## src/rtl/ifetch_unit.sv

```systemverilog
// ifetch_unit: issues instruction-memory fetches for PC_F and buffers returned words in a show-ahead FIFO.
// Define IFETCH_PERF_EN to add the perf_stall_cnt / perf_flush_cnt counter outputs.
module ifetch_unit #(
   parameter int          FIFO_DEPTH = 2,
   parameter logic [31:0] RESET_PC   = 32'h0
) (
   input  logic        clk,
   input  logic        rst_n,
   input  logic [31:0] PC_F,
   input  logic        PC_src,
   output logic        stall_F,
   output logic        imem_req,
   output logic [31:0] imem_addr,
   input  logic        imem_gnt,
   input  logic        imem_rvalid,
   input  logic [31:0] imem_rdata,
   output logic        instr_valid,
   output logic [31:0] instr_D,
   output logic [31:0] instr_pc_D,
   input  logic        instr_ready
`ifdef IFETCH_PERF_EN
   ,
   output logic [31:0] perf_stall_cnt,
   output logic [31:0] perf_flush_cnt
`endif
);
   localparam int PW = $clog2(FIFO_DEPTH);
   localparam int CW = PW + 1;
   typedef enum logic [1:0] {IDLE, WAIT, DROP} state_t;
   state_t          state_q, state_d;
   logic [31:0]     pc_tag_q, pc_tag_d;
   logic [31:0]     dat_q [FIFO_DEPTH];
   logic [31:0]     pcm_q [FIFO_DEPTH];
   logic [PW-1:0]   wr_q, rd_q;
   logic [CW-1:0]   cnt_q;
   logic [31:0]     dat_hold_q, pc_hold_q;
   logic [CW:0]     lvl;
   logic            push, pop, hs;
   always_comb begin
      push        = (state_q == WAIT) & imem_rvalid & !PC_src;
      instr_valid = cnt_q != '0;
      pop         = instr_valid & instr_ready & !PC_src;
      lvl         = {1'b0, cnt_q} + (CW+1)'(push) - (CW+1)'(pop);
      // rst_n gate keeps the request quiet while reset is held
      imem_req    = rst_n & !PC_src & ((state_q == IDLE) | ((state_q == WAIT) & imem_rvalid))
                    & (lvl < (CW+1)'(FIFO_DEPTH));
      hs          = imem_req & imem_gnt;
      stall_F     = !PC_src & !hs;
      imem_addr   = PC_F;
      instr_D     = instr_valid ? dat_q[rd_q] : dat_hold_q;
      instr_pc_D  = instr_valid ? pcm_q[rd_q] : pc_hold_q;
      pc_tag_d    = hs ? PC_F : pc_tag_q;
      state_d     = state_q;
      unique case (state_q)
         IDLE:    state_d = hs ? WAIT : IDLE;
         WAIT:    state_d = PC_src ? (imem_rvalid ? IDLE : DROP)
                                   : (imem_rvalid ? (hs ? WAIT : IDLE) : WAIT);
         DROP:    state_d = imem_rvalid ? IDLE : DROP;
         default: state_d = IDLE;
      endcase
   end
   always_ff @(posedge clk or negedge rst_n) begin
      if (!rst_n) begin
         state_q    <= IDLE;
         pc_tag_q   <= RESET_PC;
         wr_q       <= '0;
         rd_q       <= '0;
         cnt_q      <= '0;
         dat_hold_q <= '0;
         pc_hold_q  <= '0;
         for (int i = 0; i < FIFO_DEPTH; i++) begin
            dat_q[i] <= '0;
            pcm_q[i] <= '0;
         end
      end else begin
         state_q    <= state_d;
         pc_tag_q   <= pc_tag_d;
         dat_hold_q <= instr_D;
         pc_hold_q  <= instr_pc_D;
         if (PC_src) begin
            wr_q  <= '0;
            rd_q  <= '0;
            cnt_q <= '0;
         end else begin
            if (push) begin
               dat_q[wr_q] <= imem_rdata;
               pcm_q[wr_q] <= pc_tag_q;
               wr_q        <= wr_q + 1'b1;
            end
            if (pop) rd_q <= rd_q + 1'b1;
            cnt_q <= lvl[CW-1:0];
         end
      end
   end
`ifdef IFETCH_PERF_EN
   logic [31:0] perf_stall_q, perf_flush_q;
   always_ff @(posedge clk or negedge rst_n) begin
      if (!rst_n) begin
         perf_stall_q <= '0;
         perf_flush_q <= '0;
      end else begin
         perf_stall_q <= perf_stall_q + {31'b0, stall_F};
         perf_flush_q <= perf_flush_q + {31'b0, PC_src};
      end
   end
   assign perf_stall_cnt = perf_stall_q;
   assign perf_flush_cnt = perf_flush_q;
`endif
endmodule

```

## config.mk

```make
export PLATFORM = sky130hd
export DESIGN_NAME = ifetch_unit
export DESIGN_NICKNAME = d
export VERILOG_FILES = /design/src/rtl/ifetch_unit.sv
export SDC_FILE = /design/constraint.sdc
export NUM_CORES = 1
export LEC_CHECK = 0
export ABC_AREA = 0
export CAP_MARGIN = 20
export CORE_UTILIZATION = 53
export CTS_CLUSTER_DIAMETER = 80
export DETAILED_ROUTE_END_ITERATION = 8
export PLACE_DENSITY = 0.8
export SYNTH_ARGS = -nofsm -noshare
export SYNTH_HDL_FRONTEND = slang
export SYNTH_SLANG_ARGS = --single-unit
export TNS_END_PERCENT = 100
```

## constraint.sdc

```tcl
create_clock -name clk -period 4.1 [get_ports clk]
set_input_delay 0.82 -clock clk [delete_from_list [all_inputs] [get_ports clk]]
set_output_delay 0.82 -clock clk [all_outputs]
set_load 0.005 [all_outputs]
```

==> impl_metrics.env, run 1 <==
export IMPL_synth_cell_type_count=27
export IMPL_synth_yosys_seq_area_share_pct=60.5
export IMPL_worst_pin_slew_ns=0.863
export IMPL_wl_um=19600
export IMPL_clock_latency_ns=0.51
export IMPL_place_worst_setup_slack_ns=-0.444
export IMPL_setup_viol=0
export IMPL_port_buffers=168
export IMPL_cts_root_buf="clkbuf_16"
export IMPL_fin_crit_sh_pct=98.1
export IMPL_critPathMaxFanout=2
export IMPL_hold_class="primary input to asynchronous set/reset pin"
export IMPL_overflow=0
export IMPL_antenna_found_initial=0
export IMPL_skew_ns=0.0143
export IMPL_stdcell_area_um2=12000
export IMPL_die_x_um=136
export IMPL_slowest_stage="fa_2"
export IMPL_layout_setup_ws_ns=0.0762
export IMPL_synthesis_nets=759
export IMPL_fin_crit_ns=4.02
export IMPL_syn_area_per_cell_um2=13.9
export IMPL_slew_violations=0
export IMPL_slew_headroom_pct=42.5
export IMPL_rsz0062_at_grt="no"
export IMPL_die_area_um2=18500
export IMPL_ctsHoldBuffers=0
export IMPL_postRouteAntennaNets=0
export IMPL_tns_ns=0
export IMPL_drt_first_pass_iters=4
export IMPL_clockBufferDepth=3
export IMPL_grt_pass1_vias=6288
export IMPL_cp_cell_sequence="clkdlybuf4s50_1 > o21ai_2 > nor2_2 > ha_1 > inv_1 > ha_1 > inv_1 > fa_2 > and3_4 > and4_4 > nor2_4 > clkdlybuf4s15_2"
export IMPL_synth_seq_cells=230
export IMPL_vias=5742
export IMPL_hold_violations=0
export IMPL_layout_nets=900
export IMPL_grt_pass1_wl_um=31300
export IMPL_maxCapViolCount=0
export IMPL_grt_max_degree=72
export IMPL_critical_path_class="primary input to primary output"
export IMPL_grt_use_total_pct=21.8
export IMPL_die_y_um=136
export IMPL_drc_errors=0
export IMPL_drive_gt1_share_pct=27.8
export IMPL_power_uw=7480
export IMPL_gp_congestion=0.801
export IMPL_vias_per_cell=5.37
export IMPL_wl_per_cell_um=18.3
export IMPL_cts_max_level=1
export IMPL_dp_hpwl_um=12700
export IMPL_path_delay_family="adder cells"
export IMPL_num_rows=48
export IMPL_area_growth_pct=26.3
export IMPL_antenna_cells=0
export IMPL_start_util_pct=54.6
export IMPL_r2r_setup_slack_ns=0.83
export IMPL_cellPowerDensity_nw_per_um2=623
export IMPL_ir_worst_vdd_mv=0.415
export IMPL_path_buf_inv=4
export IMPL_cp_data_required_time_ns=3.28
export IMPL_max_freq_mhz=249
export IMPL_path_clk_slew_ns=0.06
export IMPL_cts_made_buffers=24
export IMPL_synth_cells=686
export IMPL_status="completed"
export IMPL_cpPeakStageDelay_ns=0.54
export IMPL_endpoint_kind="primary output"
export IMPL_dpl_instance_area_um2=11200
export IMPL_synthesis_area_um2=9510
export IMPL_p_leak_uw=0.00525
export IMPL_fill_cells=1223
export IMPL_yosys_warnings=0
export IMPL_startpoint_type="primary input"
export IMPL_core_um2=17400
export IMPL_pin_count=169
export IMPL_first_iter_violations=187
export IMPL_cts_tree="yes"
export IMPL_worstPathArrival_ns=3.20
export IMPL_cts_sinks=230
cell families after synthesis:
logic type	count (synthesis)	share of synthesized area, %
mux	225	26.0
simple gates	85	3.87
compound gates	66	3.50
flops	230	60.5
xor+xnor	3	0.276
fa+ha+maj	3	0.474
buf+inv	74	5.29
path summary, 6_finish.rpt:
check | from | end | depth (start not counted)
max | instr_ready | stall_F | 12
min | rst_n | dat_q[1] | 1
max reg2reg | cnt_q[1] | pc_tag_q[13] | 12
min reg2reg | dat_q[23] | dat_q[23] | 1
max in group asynchronous | rst_n | pcm_q[25] | 3
min in group clk | dat_q[23] | dat_q[23] | 1
layer usage:
layer	global-route usage [%]	share of wire, %	up-vias
met3	3.58	4.1	40
met4	7.90	2.8	0
met2	40.5	53	140
li1	-	-	2624
met5	0	0	-
met1	25.3	40	2938
through the flow:
stage	hold WS (ns)	util [%]	instances
5_1_grt	0.167	68.9	1070
3_3_place_gp	0.487	64.1	1024
4_1_cts	0.157	68.8	1069
3_5_place_dp	0.494	64.1	1024
2_1_floorplan	0.479	-	686
6_report	0.172	68.9	1070
sequential cells by signal (all words and copies together), names as in the netlist:
name,cells
cnt_q,2
pc_hold_q,32
dat_hold_q,32
state_q,2
pcm_q,64
rd_q,1
wr_q,1
dat_q,64
pc_tag_q,32
where the power goes:
part,switching [µW],internal (µW),leakage (µW)
logic,799,1220,0.00197
registers,329,2990,0.00288
clock network,843,1290,0.000410
total,1970,5500,0.00525
layout by cell type, fill, tap and decap left out, types with 2 or more instances in the layout:
| cell type | synthesis | routed |
|---|---|---|
| buf_12 | 0 | 3 |
| mux2i_1 | 64 | 64 |
| mux2_2 | 155 | 155 |
| clkbuf_16 | 0 | 25 |
| inv_1 | 3 | 3 |
| clkinv_2 | 0 | 7 |
| a21oi_1 | 64 | 64 |
| clkdlybuf4s50_1 | 0 | 163 |
| or2_4 | 0 | 2 |
| buf_4 | 35 | 15 |
| mux2_4 | 6 | 6 |
| nor2_1 | 72 | 70 |
| dlygate4sd2_1 | 0 | 2 |
| ha_1 | 2 | 2 |
| nor2_4 | 0 | 2 |
| clkbuf_1 | 16 | 2 |
| nand2_1 | 3 | 3 |
| dfrtp_1 | 230 | 229 |
| clkbuf_8 | 0 | 10 |
synthesized netlist by cell type:
library cell | instances | area (µm²)
nor2b_1 | 1 | 6.26
fa_1 | 1 | 20.0
a21boi_0 | 1 | 7.51
o21ai_0 | 1 | 5.00
dfrtp_1 | 230 | 5760
ha_1 | 2 | 25.0
xor2_1 | 1 | 8.76
clkbuf_1 | 16 | 60.1
mux2_2 | 155 | 1750
buf_2 | 9 | 45.0
nand2b_1 | 1 | 6.26
and3_1 | 1 | 6.26
and4_1 | 1 | 8.76
xnor2_1 | 2 | 17.5
a21oi_1 | 64 | 320
nor2_2 | 1 | 6.26
nor2_1 | 72 | 270
buf_4 | 35 | 263
mux2i_1 | 64 | 641
nand3b_1 | 1 | 7.51
buf_6 | 11 | 124
or2_1 | 2 | 12.5
nand2_1 | 3 | 11.3
nand3_1 | 1 | 5.00
inv_1 | 3 | 11.3
mux2_4 | 6 | 90.1
nand4bb_4 | 1 | 27.5
layout make-up:
cell class                      instances  area (µm²)  share of cell area, %
Multi-Input combinational cell        382        3290                   27.4
Inverter                                3        11.3                 0.0938
Clock inverter                          7        35.0                  0.292
Tap cell                              225         282                   2.34
Sequential cell                       230        5760                   48.0
Clock buffer                           37         771                   6.42
Timing Repair Buffer                  186        1860                   15.5
repair_timing:
item / in CTS / in global routing
resized for setup: 10 / 6
setup buffers: 1 / 1
setup endpoints to repair: 2 / 2
pin swaps: 6 / 6
Power figures use the tool's default switching activity.
==> run 2, diff against run 1 <==
--- a/config.mk
+++ b/config.mk
@@ -7,10 +7,10 @@
 export LEC_CHECK = 0
 export ABC_AREA = 0
 export CAP_MARGIN = 20
-export CORE_UTILIZATION = 53
+export CORE_UTILIZATION = 48
 export CTS_CLUSTER_DIAMETER = 80
 export DETAILED_ROUTE_END_ITERATION = 8
-export PLACE_DENSITY = 0.8
+export PLACE_DENSITY = 0.77
 export SYNTH_ARGS = -nofsm -noshare
 export SYNTH_HDL_FRONTEND = slang
 export SYNTH_SLANG_ARGS = --single-unit
==> constraint.sdc (replaced) <==
create_clock -name clk -period 3.69 [get_ports clk]
set_input_delay 0.738 -clock clk [delete_from_list [all_inputs] [get_ports clk]]
set_output_delay 0.738 -clock clk [all_outputs]
set_load 0.005 [all_outputs]
==> impl_metrics.env, run 2 (synthesized netlist as in run 1, its figures left out) <==
export IMPL_cts_made_buffers=24
export IMPL_utilization_pct=61.9
export IMPL_die_y_um=143
export IMPL_die_x_um=143
export IMPL_fin_crit_sh_pct=100
export IMPL_worst_pin_slew_ns=0.942
export IMPL_hold_class="primary input to asynchronous set/reset pin"
export IMPL_layout_setup_ws_ns=-0.0152
export IMPL_grt_pass1_vias=5935
export IMPL_cp_endpoint="stall_F"
export IMPL_cts_sinks=230
export IMPL_reg_top3="dat_q (64), pcm_q (64)"
export IMPL_clockBufferDepth=3
export IMPL_antenna_cells=0
export IMPL_grt_pass1_wl_um=30100
export IMPL_die_area_um2=20400
export IMPL_ctsHoldBuffers=0
export IMPL_reg2regPathDepth=11
export IMPL_p_leak_uw=0.00524
export IMPL_layout_nets=903
export IMPL_skew_ns=0.00878
export IMPL_ir_worst_vdd_mv=0.398
export IMPL_r2r_end="pc_tag_q[4]"
export IMPL_fill_cells=1552
export IMPL_critPathMaxFanout=2
export IMPL_max_freq_mhz=270
export IMPL_first_iter_violations=276
export IMPL_startpoint_type="primary input"
export IMPL_wl_per_cell_um=17.0
export IMPL_slew_violations=0
export IMPL_r2r_start="cnt_q[0]"
export IMPL_final_common_cell="dfrtp_1"
export IMPL_critical_path_class="primary input to primary output"
export IMPL_setup_viol=1
export IMPL_grt_use_total_pct=18.7
export IMPL_core_um2=19500
export IMPL_violations="setup timing"
export IMPL_r2r_setup_slack_ns=0.59
export IMPL_overflow=0
export IMPL_worstPathArrival_ns=2.97
export IMPL_cellPowerDensity_nw_per_um2=677
export IMPL_drive_gt1_share_pct=26.9
export IMPL_cts_max_level=1
export IMPL_cts_root_buf="clkbuf_16"
export IMPL_layout_common_cells="229 x dfrtp_1, 162 x clkdlybuf4s50_1, 155 x mux2_2"
export IMPL_rsz0062_at_grt="yes"
export IMPL_postRouteAntennaNets=0
export IMPL_hold_violations=0
export IMPL_port_buffers=168
export IMPL_area_growth_pct=26.6
export IMPL_start_util_pct=48.8
export IMPL_pin_count=169
export IMPL_clock_latency_ns=0.50
export IMPL_slew_headroom_pct=37.2
export IMPL_endpoint_kind="primary output"
export IMPL_path_clk_slew_ns=0.06
export IMPL_vias_per_cell=5.11
export IMPL_status="finished with violations"
export IMPL_cp_data_required_time_ns=2.95
export IMPL_gp_congestion=0.710
export IMPL_antenna_found_initial=0
export IMPL_vias=5686
export IMPL_cts_tree="yes"
export IMPL_dp_hpwl_um=11700
export IMPL_grt_max_degree=76
export IMPL_fin_crit_ns=3.71
export IMPL_drt_first_pass_iters=4
export IMPL_power_uw=8150
export IMPL_crit_start="instr_ready"
export IMPL_num_rows=51
export IMPL_wl_um=18900
export IMPL_maxCapViolCount=0
export IMPL_drc_errors=0
[run 2: cell types whose count changed in the layout (fill, tap and decap cells not counted), sizes merged]
cell / delta
clkdlybuf4s50: -1
clkinv: -2
clkbuf: +1
buf: +2
clkdlybuf4s15: -2
or2: +1
dlygate4sd2: +3
[run 2: per-stage QoR]
| step | hold slack [ns] | instances | area (µm²) | TNS, ns | worst slack [ns] |
|---|---|---|---|---|---|
| 2_1_floorplan | 0.442 | 686 | 9510 | 0 | 0.108 |
| 3_3_place_gp | 0.487 | 1066 | 11200 | -5.11 | -0.500 |
| 3_5_place_dp | 0.494 | 1066 | 11200 | -6.31 | -0.508 |
| 4_1_cts | 0.0445 | 1111 | 12000 | -0.0672 | -0.0672 |
| 5_1_grt | 0.0486 | 1112 | 12000 | -0.171 | -0.122 |
| 6_report | 0.0623 | 1112 | 12000 | -0.0152 | -0.0152 |
[run 2: power by group]
| part | switching (µW) | internal, µW |
|---|---|---|
| Sequential | 343 | 3320 |
| Combinational | 856 | 1360 |
| Clock | 928 | 1340 |
| Total | 2130 | 6020 |
[run 2: timing repair]
action,CTS,global route
endpoints found under the setup margin,2,8
pin swaps,1,2
gates cloned,0,1
resized for setup,7,3
setup buffers,2,0
[run 2: layer usage]
layer,GRT usage [%],up-vias,wire length [µm]
li1,-,2641,-
met1,25.1,2884,8740
met2,31.6,136,9070
met3,3.22,25,796
met4,4.30,0,306
met5,0,-,0
[run 2: how the worst min path moves through the flow]
stage	startpoint	to	slack [ns]	cells past startpoint
after floorplan	rst_n	cnt_q[0]	0.44	0
after global placement	pcm_q[17]	pcm_q[17]	0.49	1
after detailed placement	pcm_q[12]	pcm_q[12]	0.49	1
after CTS	rst_n	dat_hold_q[24]	0.04	1
after global routing	rst_n	dat_hold_q[23]	0.05	1
final	rst_n	dat_hold_q[23]	0.06	1
[run 2: cell type report]
class	count	area, µm²	share of cell area, %
multi-input cells	383	3290	27.4
clock buffers	38	724	6.02
well taps	265	332	2.75
inverters	3	11.3	0.0935
flip-flops and latches	230	5760	47.8
repair buffers	188	1890	15.7
clock inverters	5	25.0	0.208
[run 2: worst max-delay path, cell delays in order]
cell           delay (ns)
dlygate4sd2_1        0.25
o21ai_2              0.09
nor2_1               0.18
ha_4                 0.24
inv_1                0.06
ha_1                 0.13
inv_1                0.04
fa_1                 0.52
and3_4               0.19
and4_2               0.22
nor2_1               0.04
dlygate4sd2_1        0.25
==> run 3, diff against run 2 <==
--- a/config.mk
+++ b/config.mk
@@ -6,6 +6,7 @@
 export NUM_CORES = 1
 export LEC_CHECK = 0
 export ABC_AREA = 0
+export ABC_CLOCK_PERIOD_IN_PS = 3690
 export CAP_MARGIN = 20
 export CORE_UTILIZATION = 48
 export CTS_CLUSTER_DIAMETER = 80
==> results of run 3 <==
No change in the layout: final DEF, timing and power equal those of run 2.
==> RTL edit: new RTL, settings of run 1 <==
`FIFO_DEPTH`: 2 -> 1.
--- a/src/rtl/ifetch_unit.sv
+++ b/src/rtl/ifetch_unit.sv
@@ -2,5 +2,5 @@
 // Define IFETCH_PERF_EN to add the perf_stall_cnt / perf_flush_cnt counter outputs.
 module ifetch_unit #(
-   parameter int          FIFO_DEPTH = 2,
+   parameter int          FIFO_DEPTH = 1,
    parameter logic [31:0] RESET_PC   = 32'h0
 ) (
Formal check against the unedited RTL: not equivalent (a bounded check fails within 4 cycles, from zero or initial values and one cycle with rst_n low).
==> RTL edit against run 1 <==
Cell count down 32%; cell area down 27%; sequential cell count down 65; global-route usage down 0.88 points; clock skew down 0.0084 ns; total power down 27%; hold slack better by 0.013 ns; synthesized area down 30%; setup slack better by 0.23 ns; wire length down 35%; largest power group unchanged.
==> RTL edit: results (changes against run 1) <==
INFO  metric syn_nets = 475 (was 759)
INFO  metric rr_worst_depth = 6 (was 12)
INFO  metric cts_max_path_bufs = 2 (was 3)
INFO  metric cp_top_family = buffers and inverters (was adder cells)
INFO  metric numCtsBuffers = 17 (was 24)
INFO  metric worstReg2RegEnd = pc_tag_q[1] (was pc_tag_q[13])
INFO  metric post-place-cells = 700 (was 1024)
INFO  metric power.ir.vdd_worst = 0.000390 V (was 0.000415 V)
INFO  metric viasPerCell = 5.04 (was 5.37)
INFO  metric use_met1 = 26.5% (was 25.3%)
INFO  metric outcome = complete, no violations (unchanged)
INFO  metric route.detailed.wl_per_inst = 17.3 um (was 18.3 um)
INFO  metric global_route_wire_length_before_repair = 20.4 mm (was 31.3 mm)
INFO  metric compound_gate_portion_of_the_synthesized_area = 0.113% (was 3.50%)
INFO  metric synthAdderAreaFrac = 0.563% (was 0.474%)
INFO  metric fin_nets = 624 (was 900)
INFO  metric layout.buffer.nonclock.area_share = 20.1% (was 15.5%)
INFO  metric cts_num_sinks = 165 (was 230)
INFO  metric number_of_vias_after_detailed_routing = 3681 (was 5742)
INFO  metric cts.repair_timing.setup_buffer_count = 0 (was 1)
INFO  metric yosysUniqueCellTypes = 25 (was 27)
INFO  metric worst_slew_pin_slew = 0.978 ns (was 0.863 ns)
INFO  metric global_route.usage.met3 = 6.19% (was 3.58%)
INFO  metric critical_path.slowest_cell = sky130_fd_sc_hd__clkdlybuf4s50_1 (was sky130_fd_sc_hd__fa_2)
INFO  metric p_total = 5.49 mW (was 7.48 mW)
INFO  metric switching_power = 1.30 mW (was 1.97 mW)
INFO  metric multiInputGateArea = 2120 um^2 (was 3290 um^2)
INFO  metric cts.repair.resized = 0 (was 10)
INFO  metric grt_util_all_layers = 21.0% (was 21.8%)
INFO  metric final_core_util = 72.2% (was 68.9%)
INFO  metric reg2reg_setup_slack = 1.33 ns (was 0.83 ns)
INFO  metric synth_sequential_area_ratio = 61.9% (was 60.5%)
INFO  metric max_freq = 263 MHz (was 249 MHz)
INFO  metric final.clkbuf_count = 27 (was 37)
INFO  metric use_met2 = 34.1% (was 40.5%)
INFO  metric finClkSkew = 0.00594 ns (was 0.0143 ns)
INFO  metric worst_slack_at_placement = 0.0774 ns (was -0.444 ns)
INFO  metric drt_iter0_markers = 194 (was 187)
INFO  metric number_of_tap_instances = 168 (was 225)
INFO  metric startpoint = imem_rvalid (was instr_ready)
INFO  metric final-seq-area = 4130 um^2 (was 5760 um^2)
INFO  metric buffers = 179 (was 186)
==> RTL edit: changes by cell type after synthesis, moves of 2 or more <==
cell,before,now
sky130_fd_sc_hd__or2_1,2,0
sky130_fd_sc_hd__a21oi_1,64,0
sky130_fd_sc_hd__mux2_2,155,127
sky130_fd_sc_hd__and3b_1,0,2
sky130_fd_sc_hd__buf_2,9,5
sky130_fd_sc_hd__clkbuf_1,16,2
sky130_fd_sc_hd__mux2_1,0,5
sky130_fd_sc_hd__mux2i_1,64,1
sky130_fd_sc_hd__mux2_4,6,29
sky130_fd_sc_hd__nor2_1,72,4
sky130_fd_sc_hd__buf_4,35,32
sky130_fd_sc_hd__buf_12,0,3
sky130_fd_sc_hd__buf_6,11,7
sky130_fd_sc_hd__dfrtp_1,230,165
==> RTL edit: cell families (layout without fill, tap and decap cells) <==
group                      after synthesis  in the layout
and+or+nand+nor                         17             17
muxes                                  162            162
adders and majority gates                3              3
xor gates and xnor gates                 2              2
buffers and inverters                   52            213
AOI/OAI and AO/OA                        1              1
DFF                                    165            165
